**src/rtl/i2c_arb_pkg.sv**
```systemverilog
`default_nettype none
// ============================================================================
// Module      : i2c_arb_pkg
// Description : Shared widths, default timeout and FSM encoding for the
//               two-requester I2C transaction arbiter.
// Revision    : 1.0 - initial release
// ============================================================================
package i2c_arb_pkg;

    localparam int c_addr_w          = 7;
    localparam int c_data_w          = 8;
    localparam int c_timeout_cycles  = 64;
    localparam int c_to_w            = 8;

    typedef enum logic [2:0] {
        IDLE      = 3'd0,
        LAUNCH    = 3'd1,
        WAIT_BUSY = 3'd2,
        WAIT_DONE = 3'd3,
        RESP      = 3'd4
    } arb_state_t;

endpackage
`default_nettype wire

```
**src/rtl/i2c_rr_grant.sv**
```systemverilog
`default_nettype none
// ============================================================================
// Module      : i2c_rr_grant
// Description : Two-way round-robin grant, combinational, one-hot output.
//               last_grant names the requester that won most recently.
// Revision    : 1.0 - initial release
// ============================================================================
module i2c_rr_grant (
    input  logic [1:0] valid,
    input  logic       last_grant,
    output logic [1:0] grant
);

    always_comb begin
        grant = 2'b00;
        if (valid[0] && valid[1]) begin
            grant = last_grant ? 2'b01 : 2'b10;
        end else if (valid[0]) begin
            grant = 2'b01;
        end else if (valid[1]) begin
            grant = 2'b10;
        end
    end

endmodule
`default_nettype wire

```
**src/rtl/i2c_req_arbiter.sv**
```systemverilog
`default_nettype none
// ============================================================================
// Module      : i2c_req_arbiter
// Description : Arbitrates two requesters onto one I2C bit-level driver, one
//               transaction at a time. Optional watchdog: I2C_ARB_TIMEOUT_EN.
// Revision    : 1.0 - initial release
// ============================================================================
module i2c_req_arbiter
    import i2c_arb_pkg::*;
#(
    parameter int TIMEOUT_CYCLES = c_timeout_cycles,
    parameter int TO_W           = c_to_w
) (
    input  logic                clk,
    input  logic                reset,
    input  logic                req0_valid,
    output logic                req0_ready,
    input  logic [c_addr_w-1:0] req0_addr,
    input  logic [c_data_w-1:0] req0_data,
    input  logic                req0_rw,
    input  logic                req1_valid,
    output logic                req1_ready,
    input  logic [c_addr_w-1:0] req1_addr,
    input  logic [c_data_w-1:0] req1_data,
    input  logic                req1_rw,
    output logic                drv_start,
    output logic [c_addr_w-1:0] drv_addr,
    output logic [c_data_w-1:0] drv_data,
    output logic                drv_rw,
    output logic                drv_abort,
    input  logic                drv_busy,
    input  logic                drv_nack,
    output logic                rsp_valid,
    output logic                rsp_id,
    output logic                rsp_err,
    output logic                rsp_timeout,
    output logic                busy
);

    arb_state_t          r_state;
    arb_state_t          w_state_nxt;
    logic [1:0]          w_grant;
    logic                w_accept;
    logic                w_abort;
    logic                w_timeout;
    logic                r_last;
    logic                r_id;
    logic                r_nack;
    logic [c_addr_w-1:0] r_addr;
    logic [c_data_w-1:0] r_data;
    logic                r_rw;

    i2c_rr_grant u_grant (
        .valid      ({req1_valid, req0_valid}),
        .last_grant (r_last),
        .grant      (w_grant)
    );

    assign w_accept = (r_state == IDLE) && (w_grant != 2'b00);

    always_comb begin
        w_state_nxt = r_state;
        case (r_state)
            IDLE:      if (w_accept) w_state_nxt = LAUNCH;
            LAUNCH:    w_state_nxt = WAIT_BUSY;
            WAIT_BUSY: begin
                if (w_abort)       w_state_nxt = RESP;
                else if (drv_busy) w_state_nxt = WAIT_DONE;
            end
            WAIT_DONE: if (!drv_busy || w_abort) w_state_nxt = RESP;
            RESP:      w_state_nxt = IDLE;
            default:   w_state_nxt = IDLE;
        endcase
    end

    always_ff @(posedge clk or negedge reset) begin
        if (!reset) begin
            r_state <= IDLE;
            r_last  <= 1'b1;
            r_id    <= 1'b0;
            r_nack  <= 1'b0;
            r_addr  <= '0;
            r_data  <= '0;
            r_rw    <= 1'b0;
        end else begin
            r_state <= w_state_nxt;
            if (w_accept) begin
                r_last <= w_grant[1];
                r_id   <= w_grant[1];
                r_addr <= w_grant[1] ? req1_addr : req0_addr;
                r_data <= w_grant[1] ? req1_data : req0_data;
                r_rw   <= w_grant[1] ? req1_rw   : req0_rw;
                r_nack <= 1'b0;
            end else if ((r_state == WAIT_DONE) && drv_busy && drv_nack) begin
                r_nack <= 1'b1;
            end
        end
    end

    // Parameters are referenced here in every build; an illegal sizing
    // selects this empty branch and is easy to spot in elaboration reports.
    if ((TIMEOUT_CYCLES < 1) || (TIMEOUT_CYCLES >= (2 ** TO_W))) begin : g_bad_timeout_cfg
    end

`ifdef I2C_ARB_TIMEOUT_EN
    localparam logic [TO_W-1:0] c_to_last = TO_W'(TIMEOUT_CYCLES - 1);

    logic [TO_W-1:0] r_cnt;
    logic            r_timeout;
    logic            w_in_wait;

    assign w_in_wait = (r_state == WAIT_BUSY) || (r_state == WAIT_DONE);
    // Count is k-1 in the k-th cycle after LAUNCH, so the hit lands on
    // cycle TIMEOUT_CYCLES; a completion in that same cycle wins.
    assign w_abort   = w_in_wait && (r_cnt == c_to_last) &&
                       !((r_state == WAIT_DONE) && !drv_busy);

    always_ff @(posedge clk or negedge reset) begin
        if (!reset) begin
            r_cnt     <= '0;
            r_timeout <= 1'b0;
        end else begin
            if (r_state == LAUNCH) begin
                r_cnt <= '0;
            end else if (w_in_wait) begin
                r_cnt <= r_cnt + TO_W'(1);
            end
            if (w_accept) begin
                r_timeout <= 1'b0;
            end else if (w_abort) begin
                r_timeout <= 1'b1;
            end
        end
    end

    assign w_timeout = r_timeout;
`else
    assign w_abort   = 1'b0;
    assign w_timeout = 1'b0;
`endif

    // The async reset also masks the combinational accept path.
    assign req0_ready  = reset & w_accept & w_grant[0];
    assign req1_ready  = reset & w_accept & w_grant[1];
    assign drv_start   = (r_state == LAUNCH);
    assign drv_addr    = r_addr;
    assign drv_data    = r_data;
    assign drv_rw      = r_rw;
    assign drv_abort   = w_abort;
    assign rsp_valid   = (r_state == RESP);
    assign rsp_id      = rsp_valid & r_id;
    assign rsp_err     = rsp_valid & (r_nack | w_timeout);
    assign rsp_timeout = rsp_valid & w_timeout;
    assign busy        = (r_state != IDLE);

endmodule
`default_nettype wire

```
**config.mk**
```make
export PLATFORM = sky130hd
export DESIGN_NAME = i2c_req_arbiter
export DESIGN_NICKNAME = d
export VERILOG_FILES = /design/src/rtl/i2c_arb_pkg.sv /design/src/rtl/i2c_rr_grant.sv /design/src/rtl/i2c_req_arbiter.sv
export SDC_FILE = /design/constraint.sdc
export NUM_CORES = 1
export LEC_CHECK = 0
export CAP_MARGIN = 5
export CELL_PAD_IN_SITES_DETAIL_PLACEMENT = 0
export CELL_PAD_IN_SITES_GLOBAL_PLACEMENT = 1
export CORE_MARGIN = 2
export CORE_UTILIZATION = 29
export CTS_CLUSTER_SIZE = 12
export DETAILED_ROUTE_END_ITERATION = 8
export GPL_ROUTABILITY_DRIVEN = 0
export PLACE_DENSITY_LB_ADDON = 0.1
export REMOVE_ABC_BUFFERS = 1
export SLEW_MARGIN = 20
export SYNTH_ARGS = -nofsm -noshare
export SYNTH_HDL_FRONTEND = slang
export SYNTH_SLANG_ARGS = --single-unit
```
**constraint.sdc**
```tcl
create_clock -name clk -period 2.7 [get_ports clk]
set_clock_uncertainty 0.15 [all_clocks]
set_input_delay 0.54 -clock clk [delete_from_list [all_inputs] [get_ports clk]]
set_output_delay 0.54 -clock clk [all_outputs]
set_load 0.05 [all_outputs]
```
## Word level (Yosys, flattened, before mapping)

Cells that the tools add are included.

- Reductions and logical operators: 9
- Divide/modulo/power cells: 0
- Add/subtract/negate cells: 0
- Bitwise logic cells: 5
- Equality and inequality tests: 7
- Multiply operators: 0
- Magnitude comparators: 0
- Multiplexer cells: 13
- Shift-type cells: 0

Operators with widths:

| cell | count |
|---|---|
| 3-bit one-hot mux with 4 select lines | 1 |
| 3-bit 2-to-1 mux | 3 |
| 2-bit 2-to-1 mux | 4 |
| 8-bit 2-to-1 mux | 1 |
| 7-bit 2-to-1 mux | 1 |
| 3-bit by 2-bit == test with 1-bit output, second input constant | 2 |
| 2-bit != test, second input constant | 3 |
| 1-bit bitwise AND | 5 |
| 1-bit logical AND | 4 |
| 2-bit nonzero test | 2 |
| 3-bit by 1-bit == test with 1-bit output, second input constant | 1 |
| 3-bit == test, second input constant | 1 |
| 3-bit logical NOT | 1 |
| 1-bit 2-to-1 mux | 3 |
| 3-bit AND reduction | 1 |
| 3-bit nonzero test | 1 |

- Latch bits: 0
- Memory bits (writable): 0
- Output and inout bits: 25
- Bits in read-only memories: 0
- Register bits after elaboration: 22
- Memories kept: 0
- Word-level logic and storage cells: 41

## Longest topological paths before layout

Gate-level depths: netlist of the first run.

- Depth in word-level cells: 7
- Depth in mapped cells: 5

## Hierarchy

From an unflattened synthesis of the first run, not the netlist that was laid out.

- Cells, all modules: 86
- Area total of the unflattened synthesis: 1182.4 µm²

By module, submodules not included:

| module | instances | cells an instance | sequential area each (µm²) | area each (µm²) |
|---|---|---|---|---|
| i2c_req_arbiter | 1 | 83 | 551.8 | 1163.6 |
| i2c_rr_grant | 1 | 3 | 0.0 | 18.8 |

## Least setup slack after synthesis of the first run

OpenSTA, ideal clock, no wires.

- Kind: register to output
- From: register r_state[2]
- To: output port drv_start
- Data arrival time: 1.620 ns
- Slack: 0.390 ns
- Stages on the path, launching flop included: 2
- Path buffers: 0
- Path through: dfrtp_1 nor3b_1

- Cells in the longest elaborated chain, start to end: 1

RTL lines:

| item | line | source |
|---|---|---|
| from (decl) | i2c_req_arbiter.sv:40 | `arb_state_t r_state;` |
| from (signal assigned) | i2c_req_arbiter.sv:86 | `r_state <= w_state_nxt;` |
| 3-bit by 1-bit == test with 1-bit output | i2c_req_arbiter.sv:145 | `assign drv_start = (r_state == LAUNCH);` |
| to (decl) | i2c_req_arbiter.sv:26 | `output logic drv_start,` |

Every way passes these cells.

## Worst setup path after layout of the first run

Same ends and word-level chain as after synthesis.

==> reports/results.txt, run 1 <==
initial drt markers - 25
CP Launch Type - flip-flop
commonest cells after routing, fill and taps aside - clkdlybuf4s50_1, dfrtp_1, or3_1
syn_area_per_cell - 12.0 µm²
drt total wl - 2.87 mm
cells after synthesis - 88
Max Freq - 396 MHz
total number of vias - 958
register area share after synthesis - 52.3%
Max Root-Sink Buffers - 2
per-cell routed wire length - 14.4 µm
max-slew violations - 0
DP Worst Slack - 340 ps
post-route ant nets - 0
first-pass GRT wire length - 4.76 mm
routed wl met3 - 199 µm
post-placement cell count - 195
Pwr Density - 1180 nW/µm²
Std-Cell Core Area - 3420 µm²
initial core utilization - 30.9%
Die Width - 64.3 µm
overall power - 2.12 mW
DP HPWL - 2.19 mm
reg2reg path depth - 5
Post-Syn Area - 1050 µm²
H-tree depth - 1
Tightest Pin Transition - 510 ps
I/O pin cnt - 63
number of I/O port buffers - 60
vias in the first global route - 1016
critical path data arrival time - 1840 ps
TNS Setup - 0 ps
Die H - 64.3 µm
clk_lat worst skew - 300 ps
worst reg2reg startpoint - r_state[1]$_DFFE_PN0P_
Clock Pin Slew Worst Setup and Hold Paths - 120 ps
most common cell after layout, fill and taps aside - clkdlybuf4s50_1
static leakage - 0.740 nW
met2 wire len - 1.38 mm
initial antenna violation count - 0
average via count per standard cell - 4.81
cell area after layout - 1800 µm²
R2R Setup Slk - 720 ps
share of layout cells above drive strength 1 - 15.0%
CTS sink cnt - 22
CP Max Fanout - 9
GRT overflow - 0
final net count - 192
min-delay worst type - flip-flop to flip-flop
max layer used - met4
WL met1 - 1.27 mm
die area - 4140 µm²
final-report hold violation count - 0
maximum vdd ir drop - 0.000453 V
largest net degree at the start of global routing - 18
FF-to-FF End - drv_data[1]$_DFFE_PN0P_
drc violations - 0
Setup Viol. Count Final - 0
TritonCTS Buffers - 3
TritonCTS clock tree - yes
status - complete, no violations
FF+latch count, synth - 22
Period minus WS final - 2530 ps
worst setup path endpoint - drv_start
diode count - 0
Util after Layout - 52.7%
Root Buffer - clkbuf_4
Yosys Warn Count - 0
hold_ws - 360 ps
WP data required - 2010 ps
Filler cells - 323
Crit. Startpoint - r_state[2]$_DFFE_PN0P_
Final period util - 93.5%
post-route insts no fill - 199
relative slew slack - 65.9%
P&R area growth vs syn - 70.8%
Yosys cell types - 29
Post-CTS Setup Inserts - 0
setup ws final - 175 ps
CP Capture Type - output port
placed cell area - 1740 µm²
Site Rows - 21
global-route usage over all layers - 15.1%
crit path kind - flip-flop to output port
hold_sp - r_nack$_DFFE_PN0P_
Max Cap Violations - 0
unrepaired setup endpoints after global routing - no
drt first pass iters - 4
## report_power, final
part / leakage [nW] / switching, mW / internal [mW] / total (mW)
Clock: 0.0279 / 0.104 / 0.150 / 0.254
Sequential: 0.246 / 0.113 / 0.493 / 0.606
Combinational: 0.466 / 0.760 / 0.501 / 1.26
## area by class of cell
cell class              count  area, µm²  area share, %
multi-input cells          60        460           25.6
clock inverters             1       30.0           1.67
inverters                   1       3.75          0.208
repair buffers             66        676           37.5
flip-flops and latches     22        552           30.6
clock buffers               3       22.5           1.25
well taps                  46       57.6           3.19
## per-layer routing
metal	vias up	track usage [%]
li1	473	-
met1	446	19.1
met2	37	25.0
met3	2	3.70
met4	0	5.59
met5	-	0
## Yosys cell counts
master	n	area [µm²]
inv_2	1	3.75
a21oi_1	3	15.0
nor2b_1	1	6.26
nand2_1	2	7.51
o221a_2	6	67.6
and4b_1	1	10.0
buf_4	3	22.5
and3b_1	1	8.76
nor3b_1	1	7.51
a21bo_2	1	10.0
buf_2	1	5.00
or3_1	16	100
nor3_4	1	16.3
a31oi_1	2	12.5
and3_1	2	12.5
and4_1	1	8.76
nor2_4	1	11.3
o22ai_1	1	6.26
clkbuf_1	1	3.75
buf_6	1	11.3
nand3_1	1	5.00
nor2_1	4	15.0
dfstp_2	1	26.3
dfrtp_1	21	526
and2_1	1	6.26
conb_1	1	3.75
o221a_1	10	113
a211oi_1	1	7.51
nand2b_1	1	6.26
## registers in the layout, indices dropped and copies added (netlist names)
register,count
drv_data,8
r_nack,1
r_last,1
drv_rw,1
drv_addr,7
r_id,1
r_state,3
## critical path, cell delays in order (launching register included)
cell and delay, ps:
dfrtp_1 500, nor3b_1 210, clkdlybuf4s50_1 830
## logic make-up (layout without fill, tap and decap cells)
| family | after synthesis | after routing | synth area share, % |
|---|---|---|---|
| other | 1 | 2 | 0.356 |
| flip-flops | 22 | 22 | 52.3 |
| AO/OA/AOI/OAI | 24 | 24 | 21.9 |
| buffers and inverters | 7 | 71 | 4.39 |
| AND/OR/NAND/NOR | 34 | 34 | 21.0 |
## how the worst min path moves through the flow
stage	depth (start not counted)	slack [ps]	to
4_1_cts	2	370	r_nack$_DFFE_PN0P_
3_5_place_dp	2	340	r_nack$_DFFE_PN0P_
3_3_place_gp	2	330	r_nack$_DFFE_PN0P_
6_report	2	360	r_nack$_DFFE_PN0P_
5_1_grt	2	410	r_nack$_DFFE_PN0P_
2_1_floorplan	0	90	drv_addr[0]$_DFFE_PN0P_
## what timing repair did
item / CTS / global route
gates resized for setup: 0 / 4
hold buffers: 0 / 0
setup endpoints to repair: 0 / 4
Note: power is estimated with default switching activity, not from simulation.
==> run 2: changes to the inputs <==
--- a/config.mk
+++ b/config.mk
@@ -15,7 +15,6 @@
 export GPL_ROUTABILITY_DRIVEN = 0
 export PLACE_DENSITY_LB_ADDON = 0.1
 export REMOVE_ABC_BUFFERS = 1
-export SLEW_MARGIN = 20
 export SYNTH_ARGS = -nofsm -noshare
 export SYNTH_HDL_FRONTEND = slang
 export SYNTH_SLANG_ARGS = --single-unit
==> results of run 2 <==
No change in the layout: final DEF, timing and power equal those of run 1.
==> run 3: changes to the inputs <==
--- a/config.mk
+++ b/config.mk
@@ -8,7 +8,6 @@
 export CAP_MARGIN = 5
 export CELL_PAD_IN_SITES_DETAIL_PLACEMENT = 0
 export CELL_PAD_IN_SITES_GLOBAL_PLACEMENT = 1
-export CORE_MARGIN = 2
 export CORE_UTILIZATION = 29
 export CTS_CLUSTER_SIZE = 12
 export DETAILED_ROUTE_END_ITERATION = 8
==> constraint.sdc (replaced) <==
create_clock -name clk -period 2.7 [get_ports clk]
set_clock_uncertainty 0.15 [all_clocks]
set_input_delay 0.54 -clock clk [delete_from_list [all_inputs] [get_ports clk]]
set_output_delay 0.54 -clock clk [all_outputs]
set_load 0.01 [all_outputs]
==> reports/results.txt, run 3 (synthesized netlist as in run 1, its figures left out) <==
Comb power frac - 49.4% (-10 points)
die area - 3880 µm² (-6.1%)
# resized after CTS - 0 (unchanged)
min-delay worst type - flip-flop to flip-flop
setup ws final - 118 ps (-56.6 ps)
overall power - 1.70 mW (-20%)
CP Launch Type - input port
per-cell routed wire length - 14.1 µm (-2.1%)
crit-path most repeated cell - clkdlybuf4s50_1
status - complete, no violations
CTS sink cnt - 22 (unchanged)
WP data required - 2010 ps (about the same)
Period minus WS final - 2580 ps (+56.6 ps)
CP Capture Type - output port
Setup Viol. Count Final - 0 (unchanged)
GRT overflow - 0 (unchanged)
I/O pin cnt - 63 (unchanged)
Max Root-Sink Buffers - 2 (unchanged)
CP max stage cell - clkdlybuf4s50_1
most common cell after layout, fill and taps aside - clkdlybuf4s50_1
largest net degree at the start of global routing - 23 (+5)
Final period util - 95.6% (+2.1 points)
share of layout cells above drive strength 1 - 14.3% (-0.75 points)
Max Cap Violations - 0 (unchanged)
post-route ant nets - 0 (unchanged)
crit path kind - input port to output port
maximum vdd ir drop - 0.000413 V (-8.9%)
DP HPWL - 2.00 mm (-8.9%)
Die H - 62.3 µm (-3.1%)
net switching power figure - 0.561 mW (-43%)
Die Width - 62.3 µm (-3.1%)
P&R area growth vs syn - 68.7%
Crit path largest cell delay - 530 ps (-300 ps)
total number of vias - 1007 (+5.1%)
Max Freq - 387 MHz (-2.2%)
initial drt markers - 44 (+76%)
Std-Cell Core Area - 3420 µm² (unchanged)
cell-internal power - 1.14 mW (-0.44%)
drc violations - 0 (unchanged)
number of I/O port buffers - 60 (unchanged)
Site Rows - 21 (unchanged)
H-tree depth - 1 (unchanged)
drt first pass iters - 4 (unchanged)
vias in the first global route - 1011 (-0.49%)
average via count per standard cell - 5.04 (+4.6%)
TritonCTS clock tree - yes
clk_lat worst skew - 320 ps (+20 ps)
Clock Pin Slew Worst Setup and Hold Paths - 110 ps (about the same)
Net Sw Frac - 33.0% (-13 points)
initial antenna violation count - 0 (unchanged)
DP Worst Slack - 110 ps (-230 ps)
final-report hold violation count - 0 (unchanged)
Pwr Density - 956 nW/µm² (-19%)
final net count - 193 (+0.52%)
CP Max Fanout - 3 (-6)
sequential power share - 35.7% (+7.2 points)
diode count - 0 (unchanged)
critical path data arrival time - 1890 ps (+50 ps)
Root Buffer - clkbuf_4
commonest cells after routing, fill and taps aside - clkdlybuf4s50_1, dfrtp_1, or3_1
max-slew violations - 0 (unchanged)
static leakage - 0.677 nW (-8.6%)
first-pass GRT wire length - 4.71 mm (-1.0%)
worst path cell trace - clkdlybuf4s50_1, a21bo_2, nor2_1, clkdlybuf4s50_1
clock share of power - 15.0% (+3.0 points)
drt total wl - 2.82 mm (-1.6%)
initial core utilization - 30.9% (unchanged)
number of flip-flops in the largest register - 8 (unchanged)
Post-CTS Setup Inserts - 0 (unchanged)
global-route usage over all layers - 15.3% (+0.19 points)
cts hold-fix bufs - 0 (unchanged)
TritonCTS Buffers - 3 (unchanged)
==> run 3: changes by cell type in the layout (fill, tap and decap cells not counted) <==
cell             change
dlymetal6s2s_1       -4
buf_12               -2
buf_4                +1
clkdlybuf4s50_1      +6
==> run 3: final timing paths <==
check	start	end	slack, ps	cells after the start
worst max-delay path	req1_valid	req1_ready	120	4
worst min-delay path	r_nack$_DFFE_PN0P_	r_nack$_DFFE_PN0P_	370	2
worst max register to register	r_state[0]$_DFFE_PN0P_	drv_addr[1]$_DFFE_PN0P_	770	4
worst min register to register	r_nack$_DFFE_PN0P_	r_nack$_DFFE_PN0P_	370	2
max in group asynchronous	reset	r_last$_DFFE_PN1P_	1660	2
min in group asynchronous	reset	r_id$_DFFE_PN0P_	470	2
==> run 3: critical path, delay by kind of cell <==
kind	cells	cell delay, ps
AOI/OAI and AO/OA	1	240
buffers and inverters	2	1030
and+or+nand+nor	1	80
==> run 3: metal layers <==
metal  vias to the layer above  GRT usage (%)  routed length (µm)
li1                        479              -                   -
met1                       477           19.6                1250
met2                        49           25.0                1340
met3                         2           6.07                 218
met4                         0           1.74                  11
met5                         -              0                   0
==> run 3: power groups by stage <==
stage | registers, mW | logic, mW | clock network, mW
after floorplan | 0.652 | 0.347 | 0
after global placement | 0.609 | 0.827 | 0
after detailed placement | 0.615 | 0.836 | 0
after CTS | 0.608 | 0.842 | 0.266
after global routing | 0.632 | 0.911 | 0.281
final | 0.606 | 0.839 | 0.255
==> run 3: cell type report <==
cell class                 instances  area [µm²]
multi-input combinational         60         460
tap                               46        57.6
inverter                           1        3.75
clock buffer                       3        22.5
fill                             334        1640
clock inverter                     1        30.0
timing repair buffer              67         653
sequential                        22         552
==> run 3: metrics by stage <==
stage	area, µm²	setup TNS, ps	utilization [%]	instances	hold slack [ps]
floorplan	1020	0	-	83	94.4
global placement	1720	0	50.3	195	325
detailed placement	1720	0	50.3	195	355
CTS	1770	0	51.9	199	383
global route	1780	-1.51	52.1	200	410
finish	1780	0	52.1	200	374
